## src/rtl/car_crash_manager.sv

```systemverilog
// car_crash_manager: per-frame bounding-box scan of the AI car slots against
// the player box, followed by a spin-out freeze and a speed ramp-up on a hit.
module car_crash_manager #(
   parameter int NUM_CARS    = 4,
   parameter int SPIN_FRAMES = 60,
   parameter int RAMP_STEP   = 16
) (
   input  logic                             clk,
   input  logic                             reset,
   input  logic                             frame_start,
   input  logic [NUM_CARS-1:0][4:0][10:0]   car_states,
   input  logic [10:0]                      player_x,
   input  logic [10:0]                      player_y,
   input  logic [10:0]                      player_w,
   input  logic [10:0]                      player_h,
   input  logic [9:0]                       player_speed_req,
   output logic [9:0]                       player_speed,
   output logic                             crash_active,
   output logic                             crash_pulse,
   output logic [2:0]                       hit_car_idx,
   output logic [7:0]                       crash_count,
   output logic                             scan_done
);

   typedef enum logic [1:0] {DRIVE, SCAN, SPIN, RECOVER} state_t;

   state_t        state, next_state;
   logic [2:0]    idx;
   logic          hit_found;
   logic [2:0]    hit_idx;
   logic [15:0]   spin_cnt;

   logic [NUM_CARS-1:0] slot_hit;
   logic          cur_hit;
   logic          last_slot;
   logic          final_hit;
   logic [2:0]    final_idx;
   logic [10:0]   ramp_sum;
   logic [9:0]    ramp_speed;
   logic          req_below;

   // Player box far edges, widened by one bit so the sums never wrap.
   logic [11:0]   p_right, p_bottom;
   assign p_right  = {1'b0, player_x} + {1'b0, player_w};
   assign p_bottom = {1'b0, player_y} + {1'b0, player_h};

   // Strict-inequality overlap per slot; touching edges and empty slots never hit.
   for (genvar i = 0; i < NUM_CARS; i++) begin : g_slot
      logic [11:0] c_right, c_bottom;
      assign c_right  = {1'b0, car_states[i][1]} + {1'b0, car_states[i][3]};
      assign c_bottom = {1'b0, car_states[i][2]} + {1'b0, car_states[i][4]};
      assign slot_hit[i] = (car_states[i][0] != 11'd0)
                        && ({1'b0, player_x} < c_right)
                        && ({1'b0, car_states[i][1]} < p_right)
                        && ({1'b0, player_y} < c_bottom)
                        && ({1'b0, car_states[i][2]} < p_bottom);
   end

   // Select the slot under test and fold it into the running first-hit record.
   always_comb begin
      cur_hit = 1'b0;
      for (int i = 0; i < NUM_CARS; i++)
         if (idx == 3'(i)) cur_hit = slot_hit[i];
      last_slot  = (idx == 3'(NUM_CARS - 1));
      final_hit  = hit_found | cur_hit;
      final_idx  = hit_found ? hit_idx : idx;
      ramp_sum   = {1'b0, player_speed} + 11'(RAMP_STEP);
      ramp_speed = (ramp_sum > {1'b0, player_speed_req}) ? player_speed_req : ramp_sum[9:0];
      req_below  = (player_speed_req < player_speed);
   end

   // State register.
   always_ff @(posedge clk) begin
      if (reset) state <= DRIVE;
      else       state <= next_state;
   end

   // Next-state logic.
   always_comb begin
      next_state = state;
      case (state)
         DRIVE:   if (frame_start) next_state = SCAN;
         SCAN:    if (last_slot) next_state = final_hit ? SPIN : DRIVE;
         SPIN:    if (frame_start && spin_cnt <= 16'd1) next_state = RECOVER;
         RECOVER: begin
            if (req_below)
               next_state = DRIVE;
            else if (frame_start && ramp_speed == player_speed_req)
               next_state = DRIVE;
         end
         default: next_state = DRIVE;
      endcase
   end

   // Datapath: scan bookkeeping, crash reporting, spin counter and speed.
   always_ff @(posedge clk) begin
      if (reset) begin
         player_speed <= '0;
         hit_car_idx  <= '0;
         crash_count  <= '0;
         crash_active <= 1'b0;
         crash_pulse  <= 1'b0;
         scan_done    <= 1'b0;
         idx          <= '0;
         hit_found    <= 1'b0;
         hit_idx      <= '0;
         spin_cnt     <= '0;
      end else begin
         crash_pulse  <= 1'b0;
         scan_done    <= 1'b0;
         crash_active <= (next_state == SPIN) || (next_state == RECOVER);
         case (state)
            DRIVE: begin
               player_speed <= player_speed_req;
               if (frame_start) begin
                  idx       <= '0;
                  hit_found <= 1'b0;
               end
            end
            SCAN: begin
               player_speed <= player_speed_req;
               idx          <= idx + 3'd1;
               if (cur_hit && !hit_found) begin
                  hit_found <= 1'b1;
                  hit_idx   <= idx;
               end
               if (last_slot) begin
                  scan_done <= 1'b1;
                  if (final_hit) begin
                     hit_car_idx  <= final_idx;
                     crash_pulse  <= 1'b1;
                     if (crash_count != 8'hFF) crash_count <= crash_count + 8'd1;
                     spin_cnt     <= 16'(SPIN_FRAMES);
                     player_speed <= '0;
                  end
               end
            end
            SPIN: begin
               player_speed <= '0;
               if (frame_start && spin_cnt != 16'd0) spin_cnt <= spin_cnt - 16'd1;
            end
            RECOVER: begin
               if (req_below)        player_speed <= player_speed_req;
               else if (frame_start) player_speed <= ramp_speed;
            end
            default: player_speed <= '0;
         endcase
      end
   end

endmodule

```

## config.mk

```make
export PLATFORM = sky130hd
export DESIGN_NAME = car_crash_manager
export DESIGN_NICKNAME = d
export VERILOG_FILES = /design/src/rtl/car_crash_manager.sv
export SDC_FILE = /design/constraint.sdc
export NUM_CORES = 1
export LEC_CHECK = 0
export BUFFER_PORTS_ARGS = -buffer_cell sky130_fd_sc_hd__buf_2
export CELL_PAD_IN_SITES_DETAIL_PLACEMENT = 1
export CELL_PAD_IN_SITES_GLOBAL_PLACEMENT = 2
export CORE_MARGIN = 1.5
export CORE_UTILIZATION = 34
export DETAILED_ROUTE_END_ITERATION = 12
export HOLD_SLACK_MARGIN = 0.02
export PLACE_DENSITY = 0.95
export SLEW_MARGIN = 20
export SYNTH_ARGS = -nofsm -noshare
export SYNTH_HDL_FRONTEND = slang
export SYNTH_SLANG_ARGS = --single-unit
```

## constraint.sdc

```tcl
create_clock -name clk -period 8.7 [get_ports clk]
set_input_delay 0.87 -clock clk [delete_from_list [all_inputs] [get_ports clk]]
set_output_delay 0.87 -clock clk [all_outputs]
set_load 0.01 [all_outputs]
```

* Word level (Yosys, flattened, before mapping)
Cells that the tools add are included.
** Word-level totals
- Bits in registers :: 49
- Bits of input ports :: 277
- Word-level logic and storage cells :: 131
** Cells by class
- Add/sub/neg operators :: 14
- $lt $le $gt $ge :: 19
- Equality and inequality tests :: 16
- Multiplexer cells :: 29
- Bitwise operators :: 3
- Reductions and logical operators :: 39
** Operator list (count)
- less-than comparator 11 x 12 -> 1 bit :: 16
- adder 11 x 11 -> 12 bit :: 10
- 2-to-1 mux 10 bit :: 5
- 2-to-1 mux 16 bit :: 3
- nonzero test 11 bit :: 4
- case mux 10 bit (4 select lines) :: 1
- case mux 16 bit (2 select lines) :: 1
- logical AND 1 bit :: 20
- <= comparator 16 x 1 -> 1 bit (second input constant) :: 1
- nonzero test 16 bit :: 1
- subtractor 16 x 1 -> 16 bit (second input constant) :: 1
- 2-to-1 mux 2 bit :: 6
- adder 10 x 5 -> 11 bit (second input constant) :: 1
- > comparator 11 x 10 -> 1 bit :: 1
- == test 10 bit :: 1
- less-than comparator 10 bit :: 1
- != test 2 bit (second input constant) :: 5
- adder 8 x 1 -> 8 bit (second input constant) :: 1
- == test 2 bit (second input constant) :: 4
- 2-to-1 mux 1 bit :: 8
- != test 8 bit (second input constant) :: 1
- case mux 2 bit (4 select lines) :: 1
- AND reduction 4 bit :: 2
- == test 3 x 2 -> 1 bit (second input constant) :: 2
- 18 further kinds :: 23

* Longest topological paths before layout
- Depth after elaboration :: 16
- Mapped depth :: 24
- Mapped depth without buffers :: 22

* Worst setup path after synthesis
Ideal clock, no wire load.
- Kind :: input -> register
- Start point :: input player_y[0]
- End point :: register spin_cnt[0]
- Setup time :: 0.129 ns
- Arrival :: 5.053 ns
- Required time :: 8.571 ns
- Path slack :: 3.518 ns
- Cell stages on the path :: 23
- Path buffers :: 2
- Path through :: ha_1 -> inv_1 -> fa_1 -> nor2b_1 -> o21ai_0 -> a21oi_1 -> o21ai_0 -> nand2b_1 -> a21o_1 -> a21oi_1 -> mux2i_1 -> nor4bb_1 -> ha_1 -> a21oi_1 -> o21ai_0 -> a21o_1 -> a221oi_1 -> a21oi_2 -> or2_2 -> clkbuf_1 -> nand2_1 -> clkbuf_1 -> nor2_1
** Between the ends
- Word-level cells in the longest chain between the ends :: 10
** RTL lines
- start, declared :: line 13 : input logic [10:0] player_y,
- adder 11 x 11 -> 12 bit or less-than comparator 11 x 12 -> 1 bit (tied branches) :: line 45, 55
- less-than comparator 11 x 12 -> 1 bit or logical AND 1 bit (tied branches) :: line 56, 55
- logical AND 1 bit :: line 56 : && ({1'b0, car_states[i][2]} < p_bottom);
- 2-to-1 mux 1 bit (3 in series) :: line 63 : if (idx == 3'(i)) cur_hit = slot_hit[i];
- 2-to-1 mux 1 bit (*) :: line 63
- bitwise OR 1 bit (*) :: line 65 : final_hit = hit_found | cur_hit;
- != test 2 bit (no source line) (*)
- AND reduction 4 bit (no source line) (*)
- end signal, assigned :: line 133 : spin_cnt <= 16'(SPIN_FRAMES);
- end signal, assigned :: line 140 : if (frame_start && spin_cnt != 16'd0) spin_cnt <= spin_cnt - 16'd1;
- end, declared :: line 31 : logic [15:0] spin_cnt;
Mark *: on every way between the ends. The rest lies on a longest branch, timed or not.
A chain may end at the register's enable or synchronous reset.

* Worst setup path after layout
- Start point :: input player_y[0]
- End point :: register spin_cnt[13]
Same word-level chain as after synthesis.

==> results.md <==
* CP startpoint kind: input port
* Gr usage total at 0.229
* Area growth syn-to-layout at 19.7%
* Clk root buf: clkbuf_16
* DR pass1 iterations at 5
* Crit. End Element: register
* Async SR Flop Fraction at 0
* DR WL/cell at 18.9 um
* Clk pin slew, worst setup/hold paths at 60 ps
* Metal3 WL at 1.56 mm
* Post-CTS Setup Bufs at 0
* Worst path buffer plus inverter count at 2
* CTS Hold Buffers Added at 0
* Fin. Hold Viols at 0
* Worst path slowest cell: nor4bb_1
* Antenna violations before repair at 13
* Vias/cell at 5.60
* Worst skew pair latency at 290 ps
* Cell leakage power at 6.56 nW
* Comb pwr share at 0.665
* Port Buffers at 300
* Number of flops mapped to enable cells by yosys at 0
* I/O pin total at 301
* Die height at 183 um
* Antenna viol nets, final at 0
* Worst-path fanout max at 10
* Fraction of power spent switching nets at 0.437
* Status: finished clean
* CP Class: input port to register
* DP HPWL at 34.7 mm
* DR iter-0 viols at 368
* Peak Freq at 0.173 GHz
* Num CTS Buffers at 5
* Worst Min Path Start: hit_car_idx[2]$_SDFFE_PP0P_
* WL met1 at 17.3 mm
* Maximum root-to-sink buffer count at 2
* Synthesized area at 0.0110 mm^2
* Final WL at 39.3 mm
* CP startpoint: player_y[0]
* DRC viols at 0
* Final setup fails at 0
* RSZ-0062 raised after global routing: false
* Sequential share of the synthesized area at 0.0873
* Worst reg-to-reg setup slack at 5030 ps
* Final Net Count at 2243
* Max-cap violation count at 0
* Cell Rows at 65
* Initial Util at 0.347
* Syn. warnings at 0
* Top Layer Used: met5
* Htree depth at 2
* CP delay by family, top: compound AO/OA/AOI/OAI gates
* Actual slew at the worst max-slew pin at 831 ps
* Min Tclk post-route at 5770 ps
* Vias in the first global route at 12150
* Routed wl met2 at 19.2 mm
* Setup tns final at 0 ps
* CP Data Arrival Time at 5980 ps
* Clock network fraction of total power at 0.168
* Max VDD drop at 0.0820 mV
* Post-Syn Nets at 1948
* Cell Count, Final, Fillers Out at 2072
* Avg Inst Size Synth at 8.09 um^2
* CP Cell Sequence: buf_2 > ha_1 > inv_1 > fa_1 > nor2b_1 > o21ai_0 > a21oi_1 > o21ai_0 > nand2b_1 > a21o_1 > a21oi_1 > mux2i_1 > nor4bb_1 > ha_1 > a21oi_1 > o21ai_0 > a21o_1 > a221oi_1 > a21oi_2 > o41a_4 > or4_1 > a21oi_2
* CTS tree: built
* Synth cell types at 68
* Die X-Extent at 183 um
* CTS Sinks at 48
* Core Footprint at 0.0317 mm^2
* Worst relative slew slack at 0.439
* Post-Syn Instances at 1362
* Slew Limit Fails at 0
* Sequential cell fraction of total power at 0.167
* Cell Pwr Density at 105 mW/mm^2
* Die ar. at 0.0335 mm^2
* Hold Path Class: register to register
* Main synth FF type: dfxtp_1
* CP peak stage delay at 680 ps
* Clk_skew at 4.19 ps
* P_sw at 0.608 mW
* Worst hold slack at 501 ps
* Share of layout cells above drive strength 1 at 0.198
* Tcrit/Tclk final at 0.663
* Internal power at 0.782 mW
* #FFs+latches synth at 48
* Wire length of the first global-routing pass at 61.7 mm
* RR Startpoint: player_speed[4]$_SDFFE_PP0P_
* Vias at 11610
* Worst EP required at 8920 ps
* Placed cells at 2052
* Largest net degree at the start of global routing at 31
* Routability cong. at 0.888
* Overflow after GRT at 0
* Gates resized, CTS repair at 0
tightest hold or removal path: cells and delay by family (launching register included):
| family | cells | cell delay, ps |
|---|---|---|
| AO/OA/AOI/OAI | 1 | 50 |
| flip-flops | 1 | 310 |
| AND/OR/NAND/NOR | 1 | 90 |
kinds of logic (layout without fill, tap and decap cells):
group | after synthesis | after routing | synth area share
AOI/OAI and AO/OA | 433 | 433 | 0.256
and+or+nand+nor | 351 | 351 | 0.170
adders and majority gates | 309 | 309 | 0.358
xor gates and xnor gates | 107 | 107 | 0.0851
buffers and inverters | 106 | 402 | 0.0368
DFF | 48 | 48 | 0.0873
muxes | 8 | 8 | 0.00727
other | 0 | 12 | 0
cells in the final DEF (no fill, tap or decap), types with 13 or more instances in the layout:
cell type  count
a211o_1       13
a211oi_1      33
a21o_1        41
a21oi_1      131
and3_1        18
buf_2        300
dfxtp_1       48
ha_1         299
inv_1         94
nand2_1       64
nand2b_1      36
nand3_1       43
nand4_1       18
nor2_1        68
nor2b_1       17
nor3_1        21
nor4_1        23
o211ai_1      20
o21ai_0       84
o21bai_1      18
or3_1         13
xnor2_1       64
xor2_1        43
state kept, by name, summed over array words and instances, names as in the netlist:
register	flops
crash_count	8
player_speed	10
crash_pulse	1
spin_cnt	16
hit_found	1
hit_idx	3
hit_car_idx	3
idx	3
scan_done	1
state	2
through the flow:
step	utilization	cell area, um^2	worst slack, ps	power (mW)
after floorplan	-	11000	3520	0.849
after global placement	0.409	13000	2810	1.11
after global routing	0.415	13200	2430	1.53
after CTS	0.414	13100	2950	1.40
final	0.415	13200	2930	1.39
after detailed placement	0.409	13000	2670	1.16
worst paths after layout:
check / end / cells after the start
max: spin_cnt[13]$_SDFFE_PP0P_ / 22
min: hit_car_idx[2]$_SDFFE_PP0P_ / 2
min reg2reg: hit_car_idx[2]$_SDFFE_PP0P_ / 2
max reg2reg: player_speed[7]$_SDFFE_PP0P_ / 13
cell usage after synthesis, drive strengths merged, types with 17 or more instances:
library cell | n | share of area
ha | 299 | 0.34
a21oi | 134 | 0.062
inv | 94 | 0.032
o21ai | 85 | 0.039
nor2 | 68 | 0.023
nand2 | 66 | 0.025
xnor2 | 64 | 0.051
dfxtp | 48 | 0.087
nand3 | 43 | 0.020
xor2 | 43 | 0.034
a21o | 41 | 0.028
nand2b | 36 | 0.020
a211oi | 33 | 0.022
nor4 | 23 | 0.013
nor3 | 21 | 0.0095
o211ai | 20 | 0.014
and3 | 18 | 0.010
nand4 | 18 | 0.010
o21bai | 18 | 0.012
nor2b | 17 | 0.0097
cell type report:
class,instances,area (um^2)
multi-input combinational,1208,9650
antenna,12,30.0
clock inverter,1,30.0
inverter,94,353
tap,402,503
timing repair buffer,300,1500
sequential,48,961
fill,4048,18500
clock buffer,7,153
metal layers:
layer / vias up / track usage
met5: - / 0
met4: 2 / 0.0685
met3: 59 / 0.0228
met2: 256 / 0.422
met1: 5535 / 0.278
li1: 5758 / -
power groups by stage:
stage / logic (mW) / clock network (mW) / registers [mW]
finish: 0.924 / 0.233 / 0.232
global placement: 0.871 / 0 / 0.237
global route: 1.05 / 0.250 / 0.233
floorplan: 0.614 / 0 / 0.235
CTS: 0.926 / 0.239 / 0.232
detailed placement: 0.918 / 0 / 0.237
(Power assumes the default switching activity.)
